==> src/rtl/gb_serial_pkg.sv <==
// Shared constants and state type for the GameBoy link-port controller.
package gb_serial_pkg;
   localparam logic [15:0] SB_ADDR       = 16'hFF01;
   localparam logic [15:0] SC_ADDR       = 16'hFF02;
   localparam int          SC_START_BIT  = 7;
   localparam int          SC_CLKSEL_BIT = 0;

   typedef enum logic {SER_IDLE = 1'b0, SER_ACTIVE = 1'b1} serial_state_t;
endpackage

==> src/rtl/serial_edge_sync.sv <==
// Two-flop synchronizer with registered rise/fall pulses aligned to the synced level.
module serial_edge_sync #(
   parameter logic RST_VAL = 1'b1
) (
   input  logic clk,
   input  logic rst_n,
   input  logic d,
   output logic q,
   output logic rise,
   output logic fall
);
   logic meta_q, sync_q, rise_q, fall_q;
   logic rise_d, fall_d;

   always_comb begin
      rise_d = meta_q & ~sync_q;
      fall_d = ~meta_q & sync_q;
   end

   always_ff @(posedge clk or negedge rst_n) begin
      if (!rst_n) begin
         meta_q <= RST_VAL;
         sync_q <= RST_VAL;
         rise_q <= 1'b0;
         fall_q <= 1'b0;
      end else begin
         meta_q <= d;
         sync_q <= meta_q;
         rise_q <= rise_d;
         fall_q <= fall_d;
      end
   end

   assign q    = sync_q;
   assign rise = rise_q;
   assign fall = fall_q;
endmodule

==> src/rtl/gb_serial_link.sv <==
// GameBoy link port: SB/SC registers, 8-bit full-duplex shifter, serial IRQ.
module gb_serial_link
   import gb_serial_pkg::*;
#(
   parameter int CLK_DIV = 512
) (
   input  logic        clk,
   input  logic        rst,
   input  logic [15:0] addr,
   input  logic        wr_en,
   input  logic [7:0]  wdata,
   output logic [7:0]  rdata,
   input  logic        sin,
   input  logic        sck_in,
   output logic        sout,
   output logic        sck_out,
   output logic        sck_oe,
   output logic        irq_serial
);
   localparam int HALF = CLK_DIV / 2;
   localparam int DW   = (HALF > 1) ? $clog2(HALF) : 1;
   localparam logic [DW-1:0] DIV_LAST = DW'(HALF - 1);

   serial_state_t state_q, state_d;
   logic [7:0]    sb_q, sb_d;
   logic [2:0]    cnt_q, cnt_d;
   logic [DW-1:0] div_q, div_d;
   logic          clksel_q, clksel_d;
   logic          act_clksel_q, act_clksel_d;
   logic          sck_q, sck_d;
   logic          sout_q, sout_d;
   logic          irq_q, irq_d;

   logic       sin_sync, sck_rise, sck_fall;
   logic       sck_lvl_unused;
   logic [1:0] sin_edge_unused;

   serial_edge_sync #(.RST_VAL(1'b1)) u_sck_sync (
      .clk(clk), .rst_n(rst), .d(sck_in),
      .q(sck_lvl_unused), .rise(sck_rise), .fall(sck_fall)
   );

   serial_edge_sync #(.RST_VAL(1'b1)) u_sin_sync (
      .clk(clk), .rst_n(rst), .d(sin),
      .q(sin_sync), .rise(sin_edge_unused[0]), .fall(sin_edge_unused[1])
   );

   logic sb_hit, sc_hit, sb_wr, sc_wr, active, div_tc;
   logic fall_ev, rise_ev, done, abort, start;

   always_comb begin
      sb_hit  = (addr == SB_ADDR);
      sc_hit  = (addr == SC_ADDR);
      sb_wr   = wr_en & sb_hit;
      sc_wr   = wr_en & sc_hit;
      active  = (state_q == SER_ACTIVE);
      div_tc  = (div_q == DIV_LAST);
      fall_ev = active & (act_clksel_q ? (div_tc & sck_q)  : sck_fall);
      rise_ev = active & (act_clksel_q ? (div_tc & ~sck_q) : sck_rise);
      done    = rise_ev & (cnt_q == 3'd7);
      abort   = sc_wr & ~wdata[SC_START_BIT] & active;
      // A start write landing on the completion cycle chains a new transfer.
      start   = sc_wr & wdata[SC_START_BIT] & (~active | done);
   end

   always_comb begin
      state_d      = state_q;
      sb_d         = sb_q;
      cnt_d        = cnt_q;
      div_d        = div_q;
      clksel_d     = clksel_q;
      act_clksel_d = act_clksel_q;
      sck_d        = sck_q;
      sout_d       = sout_q;
      irq_d        = 1'b0;

      if (sc_wr) clksel_d = wdata[SC_CLKSEL_BIT];
      if (sb_wr && !active) sb_d = wdata;

      if (active && act_clksel_q) begin
         div_d = div_tc ? '0 : div_q + DW'(1);
         if (div_tc) sck_d = ~sck_q;
      end

      if (fall_ev) sout_d = sb_q[7];
      if (rise_ev) begin
         sb_d  = {sb_q[6:0], sin_sync};
         cnt_d = cnt_q + 3'd1;
      end

      if (done) begin
         state_d = SER_IDLE;
         irq_d   = 1'b1;
         cnt_d   = '0;
         div_d   = '0;
      end

      if (start) begin
         state_d      = SER_ACTIVE;
         cnt_d        = '0;
         div_d        = '0;
         sck_d        = 1'b1;
         act_clksel_d = wdata[SC_CLKSEL_BIT];
      end

      // Abort freezes the shifter where it is and suppresses any completion.
      if (abort) begin
         state_d = SER_IDLE;
         sb_d    = sb_q;
         sout_d  = sout_q;
         cnt_d   = '0;
         div_d   = '0;
         sck_d   = 1'b1;
         irq_d   = 1'b0;
      end
   end

   always_ff @(posedge clk or negedge rst) begin
      if (!rst) begin
         state_q      <= SER_IDLE;
         sb_q         <= 8'h00;
         cnt_q        <= '0;
         div_q        <= '0;
         clksel_q     <= 1'b0;
         act_clksel_q <= 1'b0;
         sck_q        <= 1'b1;
         sout_q       <= 1'b1;
         irq_q        <= 1'b0;
      end else begin
         state_q      <= state_d;
         sb_q         <= sb_d;
         cnt_q        <= cnt_d;
         div_q        <= div_d;
         clksel_q     <= clksel_d;
         act_clksel_q <= act_clksel_d;
         sck_q        <= sck_d;
         sout_q       <= sout_d;
         irq_q        <= irq_d;
      end
   end

   always_comb begin
      rdata = 8'hFF;
      if (sb_hit)      rdata = sb_q;
      else if (sc_hit) rdata = {(state_q == SER_ACTIVE), 6'b111111, clksel_q};
   end

   assign sout       = sout_q;
   assign sck_out    = sck_q;
   assign sck_oe     = (state_q == SER_ACTIVE) && act_clksel_q;
   assign irq_serial = irq_q;
endmodule

==> config.mk <==
export PLATFORM = sky130hd
export DESIGN_NAME = gb_serial_link
export DESIGN_NICKNAME = d
export VERILOG_FILES = /design/src/rtl/gb_serial_pkg.sv /design/src/rtl/serial_edge_sync.sv /design/src/rtl/gb_serial_link.sv
export SDC_FILE = /design/constraint.sdc
export NUM_CORES = 1
export LEC_CHECK = 0
export BUFFER_PORTS_ARGS = -buffer_cell sky130_fd_sc_hd__buf_2
export CAP_MARGIN = 30
export CELL_PAD_IN_SITES_DETAIL_PLACEMENT = 0
export CELL_PAD_IN_SITES_GLOBAL_PLACEMENT = 1
export CORE_MARGIN = 8
export CORE_UTILIZATION = 35
export CTS_BUF_LIST = sky130_fd_sc_hd__clkbuf_8
export CTS_CLUSTER_SIZE = 14
export DETAILED_ROUTE_END_ITERATION = 10
export GPL_TIMING_DRIVEN = 0
export PLACE_DENSITY_LB_ADDON = 0.2
export SETUP_SLACK_MARGIN = 0.2
export SLEW_MARGIN = 20
export SYNTH_ARGS = -nofsm -noshare
export SYNTH_HDL_FRONTEND = slang
export SYNTH_SLANG_ARGS = --single-unit
==> constraint.sdc <==
create_clock -name clk -period 3.3 [get_ports clk]
set_input_delay 0.33 -clock clk [delete_from_list [all_inputs] [get_ports clk]]
set_output_delay 0.33 -clock clk [all_outputs]
set_load 0.005 [all_outputs]
Word-level counts from Yosys, hierarchy flattened
Index checks and enable logic that the tools add are counted.

Flip-flop bits (word level): 31. Bits of input ports: 29. Output and inout bits: 12. Logic and storage cells: 77.

$add $sub $neg: 2. Eq/ne operators: 4. Muxes and demuxes: 24. Bitwise logic cells: 20. Reductions and logical operators: 12.

Operator list (count): $mux W8 (9); $eq A16 B16 Y1 const B (2); $and A1 B1 Y1 (13); $mux W3 (4); $mux W1 (11); $reduce_bool A3 Y1 (3); $add A8 B1 Y8 const B (1); $eq A8 B8 Y1 const B (1); $reduce_bool A4 Y1 (2); $not A1 Y1 (6); $reduce_and A2 Y1 (3); $add A3 B1 Y3 const B (1); $eq A3 B3 Y1 const B (1); $logic_and A1 B1 Y1 (2); $reduce_bool A2 Y1 (1); $logic_not A1 Y1 (1); $or A1 B1 Y1 (1).

Longest topological paths before layout
Depth after elaboration: 9. Mapped depth: 8. Mapped depth without buffers: 6.

By module
From an unflattened synthesis, not the netlist that was laid out.

Cell total of the unflattened synthesis: 153. Area, all modules: 1710.4 um^2.

Modules (own cells, without submodules): gb_serial_link (times used 1, cells an instance 141, area an instance 1475.2 um^2, seq. area each 628.1 um^2); serial_edge_sync (times used 2, cells an instance 6, area an instance 117.6 um^2, seq. area each 102.6 um^2).

Least setup slack after synthesis
No wires, ideal clock.

Path type: input port to flip-flop. From: in addr[3]. To: reg sb_q[1]. Setup time: 0.067 ns. Arrival time: 1.811 ns. Required time: 3.233 ns. Setup slack: 1.422 ns. Cell stages on the path: 7. Path buffers: 2. Cell sequence: or4_4 -> nor4_4 -> nand4bb_1 -> buf_2 -> a21bo_4 -> buf_6 -> o221a_1.

Longest elaborated chain between the ends: 6. Elaborated cells on any way between the ends: 10. Classes of those cells: eq/ne (2); bitwise (5); reduce/logical (3).

Ends and longest elaborated chain: start, declared (line gb_serial_link.sv:9) `input logic [15:0] addr,`; $eq A16 B16 Y1 (line gb_serial_link.sv:53) `sc_hit = (addr == SC_ADDR);`; $and A1 B1 Y1 (line gb_serial_link.sv:55) `sc_wr = wr_en & sc_hit;`; $and A1 B1 Y1 (2 in a row) (line gb_serial_link.sv:61) `abort = sc_wr & ~wdata[SC_START_BIT] & active;`; $not A1 Y1 (no source line); $reduce_and A2 Y1 (no source line) (*); end signal, assigned (line gb_serial_link.sv:121) `sb_q <= 8'h00;`; end signal, assigned (line gb_serial_link.sv:131) `sb_q <= sb_d;`; end, declared (line gb_serial_link.sv:25) `logic [7:0] sb_q, sb_d;`.

Every way passes the cells marked *; elsewhere a longest branch is shown, timed or not. A chain may end at the register's enable or synchronous reset.

Worst setup path in the final report
From: reg div_q[0]. To: reg cnt_q[2].

Longest elaborated chain between the ends: 9. Elaborated cells on any way between the ends: 11. Classes of those cells: eq/ne (1); mux (4); bitwise (5); reduce/logical (1).

Ends and longest elaborated chain: start, declared (line gb_serial_link.sv:27) `logic [DW-1:0] div_q, div_d;`; start signal, assigned (line gb_serial_link.sv:133) `div_q <= div_d;`; $eq A8 B8 Y1 (*) (line gb_serial_link.sv:57) `div_tc = (div_q == DIV_LAST);`; $and A1 B1 Y1 (*) (line gb_serial_link.sv:59) `rise_ev = active & (act_clksel_q ? (div_tc & ~sck_q) : sck_rise);`; $mux W1 (*) (line gb_serial_link.sv:59); $and A1 B1 Y1 (*) (line gb_serial_link.sv:59); $and A1 B1 Y1 (line gb_serial_link.sv:60) `done = rise_ev & (cnt_q == 3'd7);`; $or A1 B1 Y1 (line gb_serial_link.sv:63) `start = sc_wr & wdata[SC_START_BIT] & (~active | done);`; $and A1 B1 Y1 (line gb_serial_link.sv:63); $mux W3 (line gb_serial_link.sv:98) `if (start) begin`; $mux W3 (line gb_serial_link.sv:107) `if (abort) begin`; end signal, assigned (line gb_serial_link.sv:132) `cnt_q <= cnt_d;`; end, declared (line gb_serial_link.sv:26) `logic [2:0] cnt_q, cnt_d;`.

Marks and branches as above.

==> summary.md <==
| Metric | Value |
|---|---|
| Final period util | `63.9%` |
| Synth Area per Inst | `10.5 um2` |
| Worst slew pin tran | `674 ps` |
| Crit-path max cell delay | `between 300 and 400 ps` |
| Worst Path Buf+Inv | `2` |
| PwrDens | `between 300 and 400 nW/um2` |
| Adder-cell share of the synthesized area | `2.28%` |
| Fill count | `470` |
| Startpoint Class | `register` |
| Root buffer cell | `clkbuf_8` |
| Global-route wire length before repair | `~6.6 mm` |
| Post-CTS sizing | `0` |
| Die span in x | `84.5 um` |
| Clock-pin slew on the worst setup and hold paths | `~70 ps` |
| CTS H-tree depth | `2` |
| Hold-fix buffers, CTS | `0` |
| Initial DRT Pass Iterations | `4` |
| Post-DP HPWL | `2.93 mm` |
| Crit. End Element | `register` |
| Die height | `84.5 um` |
| FP Rows | `25` |
| Worst-path cell chain | `ha_1, nand3_1, or2_1, clkbuf_1, o31ai_4, buf_2, mux2i_1, nor2_1` |
| Kind of critical path | `reg -> reg` |
| CP Max Fanout | `10` |
| Initial Util | `between 30% and 40%` |
| Clock Skews | `9.08 ps` |
| Crit-path leading delay family | `buffers and inverters` |
| DR vias | `1305` |
| Area of the core | `4630 um2` |
| Crit-path slowest cell | `dfrtp_1` |
| Final GP Congestion | `0.788` |
| Status | `finished clean` |
| Max Cap Viol | `0` |
| Placement Setup Slack | `1120 ps` |
| Internal power | `0.000543 W` |
| Worst vdd ir | `roughly 0.19 mV` |
| Leak | `0.872 nW` |
| TritonCTS buffer count | `5` |
| WL/cell | `14.9 um` |
| Relative max-transition margin | `55.0%` |
| Setup Buffers After CTS | `0` |
| Clk Latency, worst-skew pair | `280 ps` |
| Die area | `between 7000 and 8000 um2` |
| Yosys reg bits | `31` |
| Combinational Power Share | `5.2%` |
| Number of I/O port buffers | `40` |
| Finish-stage setup viols | `0` |
| Vias in the first global route | `~1300` |
| Simple-gate share of the synthesized area | `25.3%` |
| Drt drc | `0` |
| Cell count after synthesis | `around 160` |
| Netlist Area Pre-Place | `1640 um2` |
| Diode count | `0` |
| Vias per std cell | `5.06` |
| Synth Net Count | `about 190` |
| Num Clock Sinks | `31` |
| Final Hold Fails | `0` |
| Global Route Usage Sum | `11.4%` |
| Clock power frac | `38.8%` |
| Iteration-0 DRC Markers | `55` |
| Bufs on Longest Clock Path | `2` |
| Area Growth Syn to Fin | `21.2%` |
| Post-synthesis mux area share | `3.96%` |
| Number of synthesized flops with an enable pin | `0` |
| Fmax | `474 MHz` |
| Setup slack after layout | `1190 ps` |
| Switching part of the total | `between 20% and 30%` |
| Register area share after synthesis | `47.7%` |
| Setup TNS | `0 ps` |
| Synth warnings | `0` |
| Sw Pwr | `0.000149 W` |
| Largest family of logic cells by synthesized area | `simple AND/OR/NAND/NOR gates` |
| Fin crit period | `2110 ps` |
| Io pins | `41` |
| Layout cell share with drive strength beyond 1 | `30.4%` |
| Sequential power share | `a little under three fifths` |
| Initial antenna violation count | `0` |
| CTS tree | `built` |
| DRT antenna net count | `0` |
| Worst Path Required | `3460 ps` |
| Max Transition Viols Final | `0` |
| Compound-Gate Fraction of Synth Area | `13.2%` |
| Top_reg_cell synth | `dfrtp_1` |
| Worst hold path type | `in -> async` |
| NumNets Final | `235` |
| RSZ-0062 raised after global routing | `no` |
| CP Data Arrival Time | `2270 ps` |
| Total grt overflow | `0` |
| Synth async-reset ratio | `100%` |
| Routed WL | `3.85 mm` |
| Post-synthesis cell type count | `38` |
| Largest net degree at the start of global routing | `32` |
| Synth Area in XOR/XNOR | `about 4.3%` |
## power by group through the flow
stage               clock [W]  sequential (W)  combinational [W]
floorplan                   0        0.000394         0.00000931
global placement            0        0.000395          0.0000356
detailed placement          0        0.000395          0.0000365
CTS                  0.000283        0.000388          0.0000368
global route         0.000298        0.000388          0.0000412
finish               0.000269        0.000388          0.0000357
## logic make-up after synthesis
kind of cell             Yosys count
AND/OR/NAND/NOR                   72
adder cells (fa/ha/maj)            3
buffers and inverters             12
AO/OA/AOI/OAI                     24
multiplexers                       6
XOR/XNOR                           8
flip-flops                        31
## Yosys cell counts (4+ instances only)
master,n,area share [%]
nor2_1,12,2.7
clkbuf_1,4,0.91
nor3_1,5,1.5
a21oi_1,5,1.5
nand3b_1,12,5.5
inv_1,5,1.1
dfrtp_1,25,38
dfstp_2,6,9.6
xor2_1,5,2.7
o221a_1,8,5.5
nand3_1,5,1.5
nand2b_1,8,3.0
nand2_1,14,3.2
## worst reg2reg max path, delay by kind of cell, from the launching register on
| kind | cells | cell delay, ps |
|---|---|---|
| flops | 1 | 380 |
| fa+ha+maj | 1 | 180 |
| buf+inv | 2 | 500 |
| compound gates | 1 | 360 |
| mux | 1 | 230 |
| simple gates | 3 | 360 |
## layout make-up
type,count,area [um2],area share (%)
Timing Repair Buffer,40,200,10.1
Multi-Input combinational cell,113,805,40.4
Clock inverter,3,11.3,0.566
Sequential cell,31,783,39.3
Clock buffer,5,68.8,3.46
Buffer,7,36.3,1.82
Inverter,5,18.8,0.943
Tap cell,54,67.6,3.39
## worst paths after layout
path,startpoint,to,slack (ps),cells past startpoint
max reg2reg,div_q[0],cnt_q[2],1190,8
max,div_q[0],cnt_q[2],1190,8
min,rst,sb_q[3],80,1
max in group asynchronous,rst,clksel_q,2770,1
min reg2reg,u_sin_sync.meta_q,u_sin_sync.q,360,0
min in group clk,sck_in,u_sck_sync.meta_q,160,1
## through the flow
stage	hold WS [ps]	instances	utilization, %	power [W]	cell area (um2)
2_1_floorplan	34.4	156	-	0.000403	1640
3_3_place_gp	351	250	41.3	0.000430	1910
3_5_place_dp	348	250	41.3	0.000431	1910
4_1_cts	120	258	43.0	0.000708	1990
5_1_grt	140	258	43.0	0.000727	1990
6_report	80.5	258	43.0	0.000693	1990
## state kept, by name, indices dropped and copies added, names as in the netlist
name	flops
div_q	8
sb_q	8
cnt_q	3
act_clksel_q	1
active	1
clksel_q	1
irq_serial	1
sck_out	1
sout	1
u_sck_sync.fall	1
u_sck_sync.meta_q	1
u_sck_sync.q	1
u_sck_sync.rise	1
u_sin_sync.meta_q	1
u_sin_sync.q	1
## placed cells by master, fill, tap and decap left out, types with 2 or more instances in the layout
cell      netlist  routed
xor2_1          5       5
nor3_1          5       5
or2_2           2       2
inv_1           5       8
mux2i_1         2       2
dfstp_2         6       6
ha_1            3       3
nand3b_1       12      12
o211ai_1        2       2
nand4_1         3       3
clkbuf_8        0       5
clkbuf_1        4       4
buf_2           2      42
o221a_1         8       8
and3_1          2       2
nand3_1         5       5
mux2_2          2       2
nor2_1         12      12
nor2b_1         3       3
xnor2_1         3       3
nand2b_1        8       8
o22ai_1         3       3
dfrtp_1        25      25
nand2_1        14      14
mux2_1          2       2
a21oi_1         5       5
## metal layers
metal	vias up	wire length [um]	part of all wire [%]	global-route usage, %
li1	653	-	-	-
met1	627	1790	46	14.3
met2	23	1860	48	18.0
met3	2	188	4.9	4.00
met4	0	19	0.49	3.40
met5	-	0	0	0
Power figures use the tool's default switching activity.
